File: src/rtl/uart_byte_scan_mux.sv
// Byte-history scan driver for a multiplexed 7-segment display fed by UART Rx.
// Optional build macro LEADING_ZERO_BLANK_EN keeps never-written digits dark.
module uart_byte_scan_mux #(
    parameter int NUM_DIGITS  = 4,
    parameter int REFRESH_DIV = 50000
) (
    input  logic                  clk,
    input  logic                  rst,
    input  logic [7:0]            rx_data,
    input  logic                  rx_valid,
    input  logic                  clear,
    output logic                  nib_w,
    output logic                  nib_x,
    output logic                  nib_y,
    output logic                  nib_z,
    output logic [NUM_DIGITS-1:0] anode,
    output logic                  dp,
    output logic [2:0]            digit_idx
);

    localparam int BUF_W   = 4 * NUM_DIGITS;
    localparam int PRESC_W = (REFRESH_DIV > 2) ? $clog2(REFRESH_DIV) : 1;

    localparam logic [PRESC_W-1:0] PRESC_LAST = PRESC_W'(REFRESH_DIV - 1);
    localparam logic [2:0]         IDX_LAST   = 3'(NUM_DIGITS - 1);

    localparam logic [0:0] ST_BLANK = 1'b0;
    localparam logic [0:0] ST_DRIVE = 1'b1;

    logic [BUF_W-1:0]      r_buf;
    logic [BUF_W-1:0]      w_bufBase;
    logic [BUF_W-1:0]      w_bufNext;
    logic [PRESC_W-1:0]    r_presc;
    logic [2:0]            r_idx;
    logic                  w_slotWrap;
    logic [0:0]            w_slotState;
    logic [3:0]            w_curNib;
    logic                  w_digitOn;
    logic [NUM_DIGITS-1:0] w_driveAnode;
    logic [NUM_DIGITS-1:0] w_flagAll;
    logic [3:0]            r_nib;
    logic [NUM_DIGITS-1:0] r_anode;
    logic                  r_dp;

    // Clear takes effect before the shift so a simultaneous byte still lands.
    always_comb begin
        w_bufBase = clear ? '0 : r_buf;
        w_bufNext = w_bufBase;
        if (rx_valid) begin
            w_bufNext = (w_bufBase << 8) | BUF_W'(rx_data);
        end
    end

    always_ff @(posedge clk) begin
        if (rst) begin
            r_buf <= '0;
        end else begin
            r_buf <= w_bufNext;
        end
    end

`ifdef LEADING_ZERO_BLANK_EN
    logic [NUM_DIGITS-1:0] r_flag;
    logic [NUM_DIGITS-1:0] w_flagBase;
    logic [NUM_DIGITS-1:0] w_flagNext;

    // Written flags track the buffer one byte (two digits) at a time.
    always_comb begin
        w_flagBase = clear ? '0 : r_flag;
        w_flagNext = w_flagBase;
        if (rx_valid) begin
            w_flagNext = (w_flagBase << 2) | NUM_DIGITS'(2'b11);
        end
    end

    always_ff @(posedge clk) begin
        if (rst) begin
            r_flag <= '0;
        end else begin
            r_flag <= w_flagNext;
        end
    end

    assign w_flagAll = r_flag;
`else
    assign w_flagAll = '1;
`endif

    assign w_slotWrap  = (r_presc >= PRESC_LAST);
    assign w_slotState = (r_presc == '0) ? ST_BLANK : ST_DRIVE;

    // Both counters compare with >= so a corrupted value still wraps cleanly.
    always_ff @(posedge clk) begin
        if (rst) begin
            r_presc <= '0;
            r_idx   <= '0;
        end else begin
            if (w_slotWrap) begin
                r_presc <= '0;
                if (r_idx >= IDX_LAST) begin
                    r_idx <= '0;
                end else begin
                    r_idx <= r_idx + 3'd1;
                end
            end else begin
                r_presc <= r_presc + PRESC_W'(1);
            end
        end
    end

    always_comb begin
        w_curNib     = '0;
        w_digitOn    = 1'b0;
        w_driveAnode = '1;
        for (int k = 0; k < NUM_DIGITS; k++) begin
            if (r_idx == 3'(k)) begin
                w_curNib  = r_buf[4*k +: 4];
                w_digitOn = w_flagAll[k];
            end
        end
        for (int k = 0; k < NUM_DIGITS; k++) begin
            if ((r_idx == 3'(k)) && w_digitOn) begin
                w_driveAnode[k] = 1'b0;
            end
        end
    end

    // Nibble is latched only in BLANK so a mid-slot write never tears a digit.
    always_ff @(posedge clk) begin
        if (rst) begin
            r_nib   <= '0;
            r_anode <= '1;
            r_dp    <= 1'b1;
        end else if (w_slotState == ST_BLANK) begin
            r_nib   <= w_curNib;
            r_anode <= '1;
            r_dp    <= 1'b1;
        end else begin
            r_anode <= w_driveAnode;
            r_dp    <= ~(r_idx[0] & w_digitOn);
        end
    end

    assign nib_w     = r_nib[3];
    assign nib_x     = r_nib[2];
    assign nib_y     = r_nib[1];
    assign nib_z     = r_nib[0];
    assign anode     = r_anode;
    assign dp        = r_dp;
    assign digit_idx = r_idx;

endmodule

File: config.mk
export PLATFORM = sky130hd
export DESIGN_NAME = uart_byte_scan_mux
export DESIGN_NICKNAME = d
export VERILOG_FILES = /design/src/rtl/uart_byte_scan_mux.sv
export SDC_FILE = /design/constraint.sdc
export NUM_CORES = 1
export LEC_CHECK = 0
export BUFFER_PORTS_ARGS = -buffer_cell sky130_fd_sc_hd__buf_2
export CORE_MARGIN = 5
export CORE_UTILIZATION = 40
export CTS_CLUSTER_DIAMETER = 50
export DETAILED_ROUTE_END_ITERATION = 8
export GPL_ROUTABILITY_DRIVEN = 0
export PLACE_DENSITY_LB_ADDON = 0.08
export SETUP_SLACK_MARGIN = 0.4
export SLEW_MARGIN = 15
export SYNTH_ARGS = -nofsm -noshare
export SYNTH_HDL_FRONTEND = slang
export SYNTH_SLANG_ARGS = --single-unit
export TNS_END_PERCENT = 10
File: constraint.sdc
create_clock -name clk -period 2.4 [get_ports clk]
set_input_delay 0.6 -clock clk [delete_from_list [all_inputs] [get_ports clk]]
set_output_delay 0.6 -clock clk [all_outputs]
set_load 0.03 [all_outputs]
==> impl_metrics.ini <==
[floorplan]
die_h_um = 80.92
die_w_um = 80.92
io_pins = 24
die_area_um2 = 6548
initial_core_util_pct = 41.77
rows = 25
core-area_um2 = 4817

[synthesis]
syn-cell-area_um2 = 2012
synthFlopType = dfxtp_1
synth.yosys.seq_area_share_pct = 43.78
synth_warnings = 0
synth-seq-cells = 44
synth_largest_area_cell = dfxtp_1
synthesis.nets = 245
syn-instance-count = 226
ys_async_sr_fraction_pct = 0
yosysTopAreaCellShare_pct = 43.78
synth.avg_cell_area_um2 = 8.902
netlist_top_cells_area = dfxtp_1 (44%), nor2_1 (7.1%), ha_1 (4.4%), xnor2_1 (4.4%), mux2i_1 (4.0%)
ys_types = 37
synth_edf_count = 0

[pwr]
max-vdd-ir-drop_mv = 0.2665
leakage_nw = 0.8069
power.density_nw_per_um2 = 587.8

[timing]
finalHoldWorstSlack_ns = 0.4554
grt_setup_unrepaired = no
finClkSkew_ns = 0.003289
fmax_mhz = 550.1
fin_crit_sh_pct = 75.74
tns_ns = 0
slew_headroom_pct = 58.51
tightest_slew_ns = 0.6142
drv_slew = 0
finalCriticalPeriod_ns = 1.818
setup_ws_ns = 0.5822
hold_viol = 0
setup_violations = 0

[setup_path]
max_stage_delay_ns = 0.48
startpoint = r_presc[0]
timing.critical_path.arrival_ns = 2.00
critPathMaxFanout = 9
crit_path_end_kind = flip-flop
path_cells = ha_1 -> nand3_2 -> a2111oi_4 -> or3_1 -> buf_4 -> nor2_1
cpMaxStageDelayCell = a2111oi_4
cp.required_ns = 2.58
startpoint_type = flip-flop
reg2reg_setup_slack_ns = 0.58
rr_startpoint = r_presc[0]
critPathKind = flip-flop to flip-flop

[clocking]
cts-buffers-inserted = 5
cts_resized = 0
cts_buffer_depth = 2
insertion_delay_ns = 0.29
root_buffer = clkbuf_8
cts_tree = yes
clock-sinks = 44
clkTransAtPathRegs_ns = 0.08
htreeDepth = 2
post_cts_buffers = 0
cts_hold_buf = 0

[global_route]
grt_use_total_pct = 12.90
grt_pass1_vias = 1380
grt_max_degree = 24
grt_overflow = 0
grt_first_pass_wirelength_mm = 6.637
antenna_found_initial = 0

[routing]
drt-vias-per-instance = 4.914
drt_first_pass_iters = 4
final_antenna_net_count = 0
vias = 1543
drt_drc_violations_left = 0
drt_iter0_drc = 112
routedWlPerCell_um = 12.57
routed_wl_mm = 3.948

[worst_hold_path]
hp-class = flip-flop to flip-flop
min_from = r_nib[0]

[finish]
final_common_cell = dfxtp_1
fin_nets = 265
fin_util_pct = 46.81
insertedDiodeCount = 0
syn_to_final_growth_pct = 12.06
drive_gt1_share_pct = 15.79
layout_common_cells = dfxtp_1 (44), nor2_1 (38), buf_2 (23), nand2_1 (16), o21ai_0 (12)

[flow_run]
drv_cap = 0

[run_status]
status = finished, final reports clean

[place]
dp_hpwl_mm = 2.839
io_buffers = 23
post-place-ws_ns = 0.5599
==> report_power, final <==
group          internal [W]  total (W)  switching [W]
Sequential         0.000747   0.000761      0.0000146
Clock              0.000234   0.000470       0.000236
Combinational     0.0000388  0.0000937      0.0000549
Total               0.00102    0.00133       0.000306
==> metrics by stage <==
step / std cells / instance area, µm² / power (W)
finish: 314 / 2255 / 0.001325
global route: 314 / 2255 / 0.001393
CTS: 314 / 2255 / 0.001346
detailed placement: 306 / 2161 / 0.0008727
global placement: 306 / 2161 / 0.0008730
floorplan: 226 / 2012 / 0.0008478
==> synthesized netlist by cell type (7+ instances only) <==
cell type  number
nor4_1          7
mux2i_1         8
xnor2_1        10
o21ai_0        12
inv_1           8
nand2_1        16
ha_1            7
dfxtp_1        44
nor2_1         38
a21oi_1        11
nor3b_1         7
==> critical path: cells and delay by family, from the launching register on <==
kind | cells | cell delay [ns]
DFF | 1 | 0.41
and+or+nand+nor | 3 | 0.40
buffers and inverters | 1 | 0.17
AOI/OAI and AO/OA | 1 | 0.48
adders and majority gates | 1 | 0.25
==> final cells by class <==
type | instances | area [µm²]
Sequential cell | 44 | 880.8
Clock buffer | 7 | 86.33
Inverter | 8 | 30.03
Fill cell | 502 | 2562
Multi-Input combinational cell | 162 | 1036
Tap cell | 67 | 83.83
Clock inverter | 1 | 7.507
Timing Repair Buffer | 25 | 130.1
==> cell families (layout without fill, tap and decap cells) <==
| kind of cell | Yosys count | in the layout | share of synthesized area, % |
|---|---|---|---|
| AOI/OAI and AO/OA | 36 | 36 | 12.13 |
| xor gates and xnor gates | 13 | 13 | 5.659 |
| adders and majority gates | 7 | 7 | 4.353 |
| buffers and inverters | 20 | 41 | 4.726 |
| DFF | 44 | 44 | 43.78 |
| muxes | 8 | 8 | 3.980 |
| and+or+nand+nor | 98 | 98 | 25.37 |
==> flip-flops by register name (all words and copies together) (netlist names) <==
register / count
digit_idx: 3
r_presc: 16
r_nib: 4
anode: 4
r_buf: 16
dp: 1
==> routing by layer <==
layer,vias to the layer above,global-route usage [%],share of wire (%),routed length [µm]
met3,5,3.215,4.5,178
met5,-,0,0,0
li1,829,-,-,-
met1,679,19.00,54,2146
met4,0,5.068,1.3,53
met2,30,17.82,40,1570
==> path summary, 6_finish.rpt <==
check	to	cells after the start
max	r_presc[5]	6
min	r_nib[0]	2
max reg2reg	r_presc[5]	6
min reg2reg	r_nib[0]	2
No activity file was read; power rests on OpenSTA's default activity.
